$ cat src/rtl/iiitb_fetch_unit.sv
// Instruction-fetch front end: PC generation, 1-cycle imem requests, prefetch FIFO, decode handshake.
// Define FETCH_STATS_EN to add the stat_fetched / stat_flushed counters.
module iiitb_fetch_unit #(
   parameter int unsigned ADDR_W   = 5,
   parameter int unsigned DEPTH    = 4,
   parameter int unsigned RESET_PC = 0
) (
   input  logic              clk,
   input  logic              reset,
   output logic              imem_req,
   output logic [ADDR_W-1:0] imem_addr,
   input  logic [31:0]       imem_rdata,
   output logic              if_valid,
   input  logic              if_ready,
   output logic [31:0]       if_instr,
   output logic [ADDR_W-1:0] if_pc,
   input  logic              redirect_valid,
   input  logic [ADDR_W-1:0] redirect_pc
`ifdef FETCH_STATS_EN
   ,
   output logic [31:0]       stat_fetched,
   output logic [31:0]       stat_flushed
`endif
);

   localparam int unsigned       PTR_W      = (DEPTH > 1) ? $clog2(DEPTH) : 1;
   localparam int unsigned       CNT_W      = PTR_W + 1;
   localparam logic [ADDR_W-1:0] RESET_ADDR = ADDR_W'(RESET_PC);
   localparam logic [CNT_W-1:0]  DEPTH_CNT  = CNT_W'(DEPTH);

   logic [ADDR_W-1:0] fetch_pc;
   logic [ADDR_W-1:0] tag;
   logic              inflight;
   logic              kill;

   logic [31:0]       fifo_instr [DEPTH];
   logic [ADDR_W-1:0] fifo_pc    [DEPTH];
   logic [PTR_W-1:0]  rd_ptr;
   logic [PTR_W-1:0]  wr_ptr;
   logic [CNT_W-1:0]  count;

   logic [CNT_W-1:0]  occupancy;
   logic              push;
   logic              pop;

   // Occupancy counts the in-flight slot so a returning response always has room.
   always_comb begin
      occupancy = count + CNT_W'(inflight);
      push      = inflight && !kill;
      pop       = if_valid && if_ready;
      imem_req  = reset && !redirect_valid && (occupancy < DEPTH_CNT);
      imem_addr = fetch_pc;
   end

   always_comb begin
      if_valid = (count != '0);
      if_instr = '0;
      if_pc    = '0;
      if (if_valid) begin
         if_instr = fifo_instr[rd_ptr];
         if_pc    = fifo_pc[rd_ptr];
      end
   end

   always_ff @(posedge clk or negedge reset) begin
      if (!reset) begin
         fetch_pc <= RESET_ADDR;
         tag      <= '0;
         inflight <= 1'b0;
         kill     <= 1'b0;
      end else begin
         inflight <= imem_req;
         kill     <= redirect_valid && inflight;
         if (imem_req) begin
            tag <= fetch_pc;
         end
         if (redirect_valid) begin
            fetch_pc <= redirect_pc;
         end else if (imem_req) begin
            fetch_pc <= fetch_pc + ADDR_W'(1);
         end
      end
   end

   // A redirect flushes everything, including a response being pushed in the same cycle.
   always_ff @(posedge clk or negedge reset) begin
      if (!reset) begin
         rd_ptr <= '0;
         wr_ptr <= '0;
         count  <= '0;
      end else if (redirect_valid) begin
         rd_ptr <= '0;
         wr_ptr <= '0;
         count  <= '0;
      end else begin
         if (push) begin
            wr_ptr <= wr_ptr + PTR_W'(1);
         end
         if (pop) begin
            rd_ptr <= rd_ptr + PTR_W'(1);
         end
         case ({push, pop})
            2'b10:   count <= count + CNT_W'(1);
            2'b01:   count <= count - CNT_W'(1);
            default: count <= count;
         endcase
      end
   end

   always_ff @(posedge clk) begin
      if (push && !redirect_valid) begin
         fifo_instr[wr_ptr] <= imem_rdata;
         fifo_pc[wr_ptr]    <= tag;
      end
   end

`ifdef FETCH_STATS_EN
   // Entries handed to decode in the redirect cycle are consumed, not flushed.
   always_ff @(posedge clk or negedge reset) begin
      if (!reset) begin
         stat_fetched <= '0;
         stat_flushed <= '0;
      end else begin
         if (pop) begin
            stat_fetched <= stat_fetched + 32'd1;
         end
         if (redirect_valid) begin
            stat_flushed <= stat_flushed + 32'(count) - 32'(pop) + 32'(push);
         end
      end
   end
`endif

   assert property (@(posedge clk) disable iff (!reset) occupancy <= DEPTH_CNT);

endmodule

$ cat config.mk
export PLATFORM = sky130hd
export DESIGN_NAME = iiitb_fetch_unit
export DESIGN_NICKNAME = d
export VERILOG_FILES = /design/src/rtl/iiitb_fetch_unit.sv
export SDC_FILE = /design/constraint.sdc
export NUM_CORES = 1
export LEC_CHECK = 0
export ABC_AREA = 0
export BUFFER_PORTS_ARGS = -buffer_cell sky130_fd_sc_hd__buf_2
export CORE_UTILIZATION = 61
export CTS_CLUSTER_SIZE = 28
export DETAILED_ROUTE_END_ITERATION = 8
export PLACE_DENSITY_LB_ADDON = 0.1
export SYNTH_ARGS = -nofsm -noshare
export SYNTH_HDL_FRONTEND = slang
export SYNTH_SLANG_ARGS = --single-unit
$ cat constraint.sdc
create_clock -name clk -period 6.01 [get_ports clk]
set_input_delay 0.9015 -clock clk [delete_from_list [all_inputs] [get_ports clk]]
set_output_delay 0.9015 -clock clk [all_outputs]
set_load 0.01 [all_outputs]
==> impl_results.rst <==
.. list-table::
   :header-rows: 1

   * - Metric
     - Value
   * - Core area
     - 10400 sq um
   * - Grt total ovfl
     - 0
   * - Post-detailed-route count of antenna-violating nets
     - 0
   * - Most common library cell in the layout ignoring fill and taps
     - edfxtp_1
   * - Leakage power
     - 2.79 nW
   * - Clock Path Buffers
     - 2
   * - Average via count per standard cell
     - 5.74
   * - Cell type of the slowest stage on the worst timing path
     - dfrtp_2
   * - Remaining DRCs
     - 0
   * - Setup CP Type
     - flop to primary output
   * - Iteration-0 DRC Markers
     - 140
   * - Pin count of the biggest net entering global routing
     - 39
   * - Commonest non-fill, non-tap cells in the layout
     - edfxtp_1 (148), buf_2 (84), and2_1 (39)
   * - Antenna violations before repair
     - 0
   * - CTS H-tree depth
     - 4
   * - Number of setup violations in the final report
     - 0
   * - Avg Inst Size Synth
     - ~20 sq um
   * - Number of port buffers
     - 84
   * - FF-to-FF path depth
     - 3
   * - Max VDD drop
     - 0.000287 V
   * - Total of cells resized after clock tree synthesis
     - 0
   * - Data arrival time at the worst-slack endpoint
     - about 2.7 ns
   * - Layout Cells excl Fill
     - 564
   * - Post-synth EDFFs
     - 148
   * - Net count after synthesis
     - about 370
   * - Clock buffers created by TritonCTS
     - 17
   * - Die Wd
     - about 110 microns
   * - Launching point of the worst reg2reg path
     - inflight
   * - Routed wire length
     - roughly 11000 microns
   * - PnR Total Power
     - between 0.003 and 0.004 W
   * - Setup slack of the most critical reg-to-reg path
     - roughly 3.6 ns
   * - Initial Utilization
     - 0.632
   * - Setup repair after global routing missed its margin
     - no
   * - Number of global-route vias before repair
     - 3403
   * - Ys Warns
     - 0
   * - Part of the Yosys area used for sequential elements
     - 0.747
   * - Count of maximum capacitance violations
     - 0
   * - Storage cell area
     - 4920 sq um
   * - Yosys cell types
     - 33
   * - Die area
     - 11200 sq um
   * - Clock Sink Count
     - 167
   * - Number of buffers added to fix hold violations after cts
     - 0
   * - Max-slew violation count
     - 0
   * - Main flop type after synthesis
     - edfxtp_1
   * - Class of the tightest hold or removal check
     - primary input to asynchronous set/reset pin
   * - Clock slew at reported path FFs
     - around 0.060 ns
   * - I/O pin cnt
     - 85
   * - Count of antenna diodes in the layout
     - 0
   * - Std-Cell Rows
     - 37
   * - Worst-case clock skew
     - between 0.007 and 0.008 ns
   * - Detailed placement HPWL
     - 6230 microns
   * - Final hold viol count
     - 0
   * - Fillers
     - approximately 630
   * - Clock Latency Late Sink
     - around 0.51 ns
   * - Post-synthesis register bit count
     - 167
   * - Maximum operating frequency
     - roughly 280 MHz
   * - Final standard cell area without fillers
     - 7740 sq um
   * - DRT Pass-1 Iters
     - 5
   * - Area post-placement
     - ~7100 sq um
   * - Synthesized instance count
     - roughly 330
   * - Crit path required time
     - between 5 and 6 ns
   * - End of the worst register-to-register path
     - fifo_instr[2][18]
   * - Worst Tran Pin Value
     - 1.03 ns
   * - Area of combinational cells with multiple inputs
     - between 1500 and 2000 sq um
   * - Highest cell delay on the worst timing path
     - approximately 0.7 ns
   * - Cells after DPL
     - about 530
   * - CTS tree
     - done
   * - Power per standard cell area
     - about 440 nW/um^2
   * - Max_slew headroom
     - 0.313
   * - Cell area after synthesis
     - around 6600 sq um
   * - Post-CTS setup buffer count
     - 0
   * - Per-cell routed wire length
     - about 20 microns
   * - Crit path cell chain
     - buf_4 -> mux4_2 -> and2_1 -> buf_2
   * - GRT Overall Usage
     - 0.217
   * - Vias post-DR
     - approximately 3200
   * - Nets
     - ~460
   * - Post-layout minimum cycle time
     - about 3.6 ns
   * - Buffer type at the clock tree root
     - clkbuf_8
   * - Proportion of register bits with asynchronous set or reset after synthesis
     - 0.114
   * - Share of layout cells above drive strength 1
     - 0.395
   * - Type of destination of the critical path
     - primary output
   * - Maximum fanout along the worst path
     - 24
   * - Launching element type of the critical path
     - flop
   * - Result of the run
     - complete, no violations
   * - Weighted congestion at the end of routability-driven global placement
     - around 0.73
   * - Crit share post-route
     - 0.593
   * - Signed area change from the synthesized netlist to the final layout
     - 17.5%
   * - Total negative setup slack
     - 0 ns
   * - Wire length of the first global-routing pass
     - 17400 microns
   * - Die H
     - ~110 microns
[logic make-up (layout without fill, tap and decap cells)]
family / Yosys count / in the layout / share of synthesized area
multiplexers: 46 / 46 / 0.145
AO/OA/AOI/OAI: 10 / 10 / 0.0105
flip-flops: 167 / 167 / 0.747
buffers and inverters: 19 / 121 / 0.0139
AND/OR/NAND/NOR: 71 / 71 / 0.0618
adder cells (fa/ha/maj): 6 / 6 / 0.0125
XOR/XNOR: 7 / 7 / 0.00931
[per-stage QoR]
step / setup WS (ns) / hold slack [ns] / utilization
2_1_floorplan: 3.47 / 0.476 / -
3_3_place_gp: 2.91 / 0.514 / 0.683
3_5_place_dp: 2.88 / 0.513 / 0.683
4_1_cts: 2.33 / 0.318 / 0.743
5_1_grt: 2.21 / 0.346 / 0.743
6_report: 2.45 / 0.337 / 0.743
[how the worst max path moves through the flow]
stage	from	to	slack, ns
after floorplan	redirect_valid	fifo_instr[0][0]	3.47
after global placement	rd_ptr[0]	if_instr[0]	2.91
after detailed placement	reset	imem_req	2.88
after CTS	rd_ptr[0]	if_instr[9]	2.33
after global routing	rd_ptr[0]	if_instr[9]	2.21
final	rd_ptr[0]	if_instr[9]	2.45
[worst max-delay path, delay by kind of cell (launching register included)]
| family | cells | cell delay [ns] |
|---|---|---|
| DFF | 1 | 0.72 |
| and+or+nand+nor | 1 | 0.19 |
| buffers and inverters | 2 | 0.66 |
| muxes | 1 | 0.57 |
[report_power, final]
| part | internal [W] | total, W | leakage (nW) | switching, W |
|---|---|---|---|---|
| clock network | 0.000701 | 0.00112 | 0.300 | 0.000417 |
| logic | 0.000430 | 0.000835 | 0.918 | 0.000405 |
| registers | 0.00135 | 0.00145 | 1.57 | 0.000102 |
[cell type report]
| cell class | instances | area share |
|---|---|---|
| sequential | 167 | 0.636 |
| multi-input combinational | 140 | 0.204 |
| clock buffer | 22 | 0.0585 |
| timing repair buffer | 86 | 0.0563 |
| tap | 136 | 0.0220 |
| clock inverter | 10 | 0.0217 |
| inverter | 3 | 0.00146 |
[layer usage]
layer,vias to the layer above,share of wire,GRT usage
li1,1460,-,-
met1,1682,0.42,0.266
met2,88,0.53,0.373
met3,10,0.041,0.0643
met4,0,0.010,0.0714
met5,-,0,0
[flip-flops by register name, summed over array words and instances, names as in the netlist, 2 cells and up]
signal,count
count,3
fifo_instr,128
fifo_pc,20
imem_addr,5
rd_ptr,2
tag,5
wr_ptr,2
[cell usage after synthesis (4+ instances only)]
cell type / number / area share
dfrtp_1: 19 / 0.072
nor3_1: 4 / 0.0030
nand2_1: 4 / 0.0023
nor2_1: 8 / 0.0046
buf_2: 4 / 0.0030
edfxtp_1: 148 / 0.68
mux2_4: 5 / 0.011
mux4_2: 37 / 0.13
clkbuf_1: 8 / 0.0046
xor2_1: 4 / 0.0053
and2_1: 43 / 0.041
ha_1: 5 / 0.0095
No activity file was read; power rests on OpenSTA's default activity.
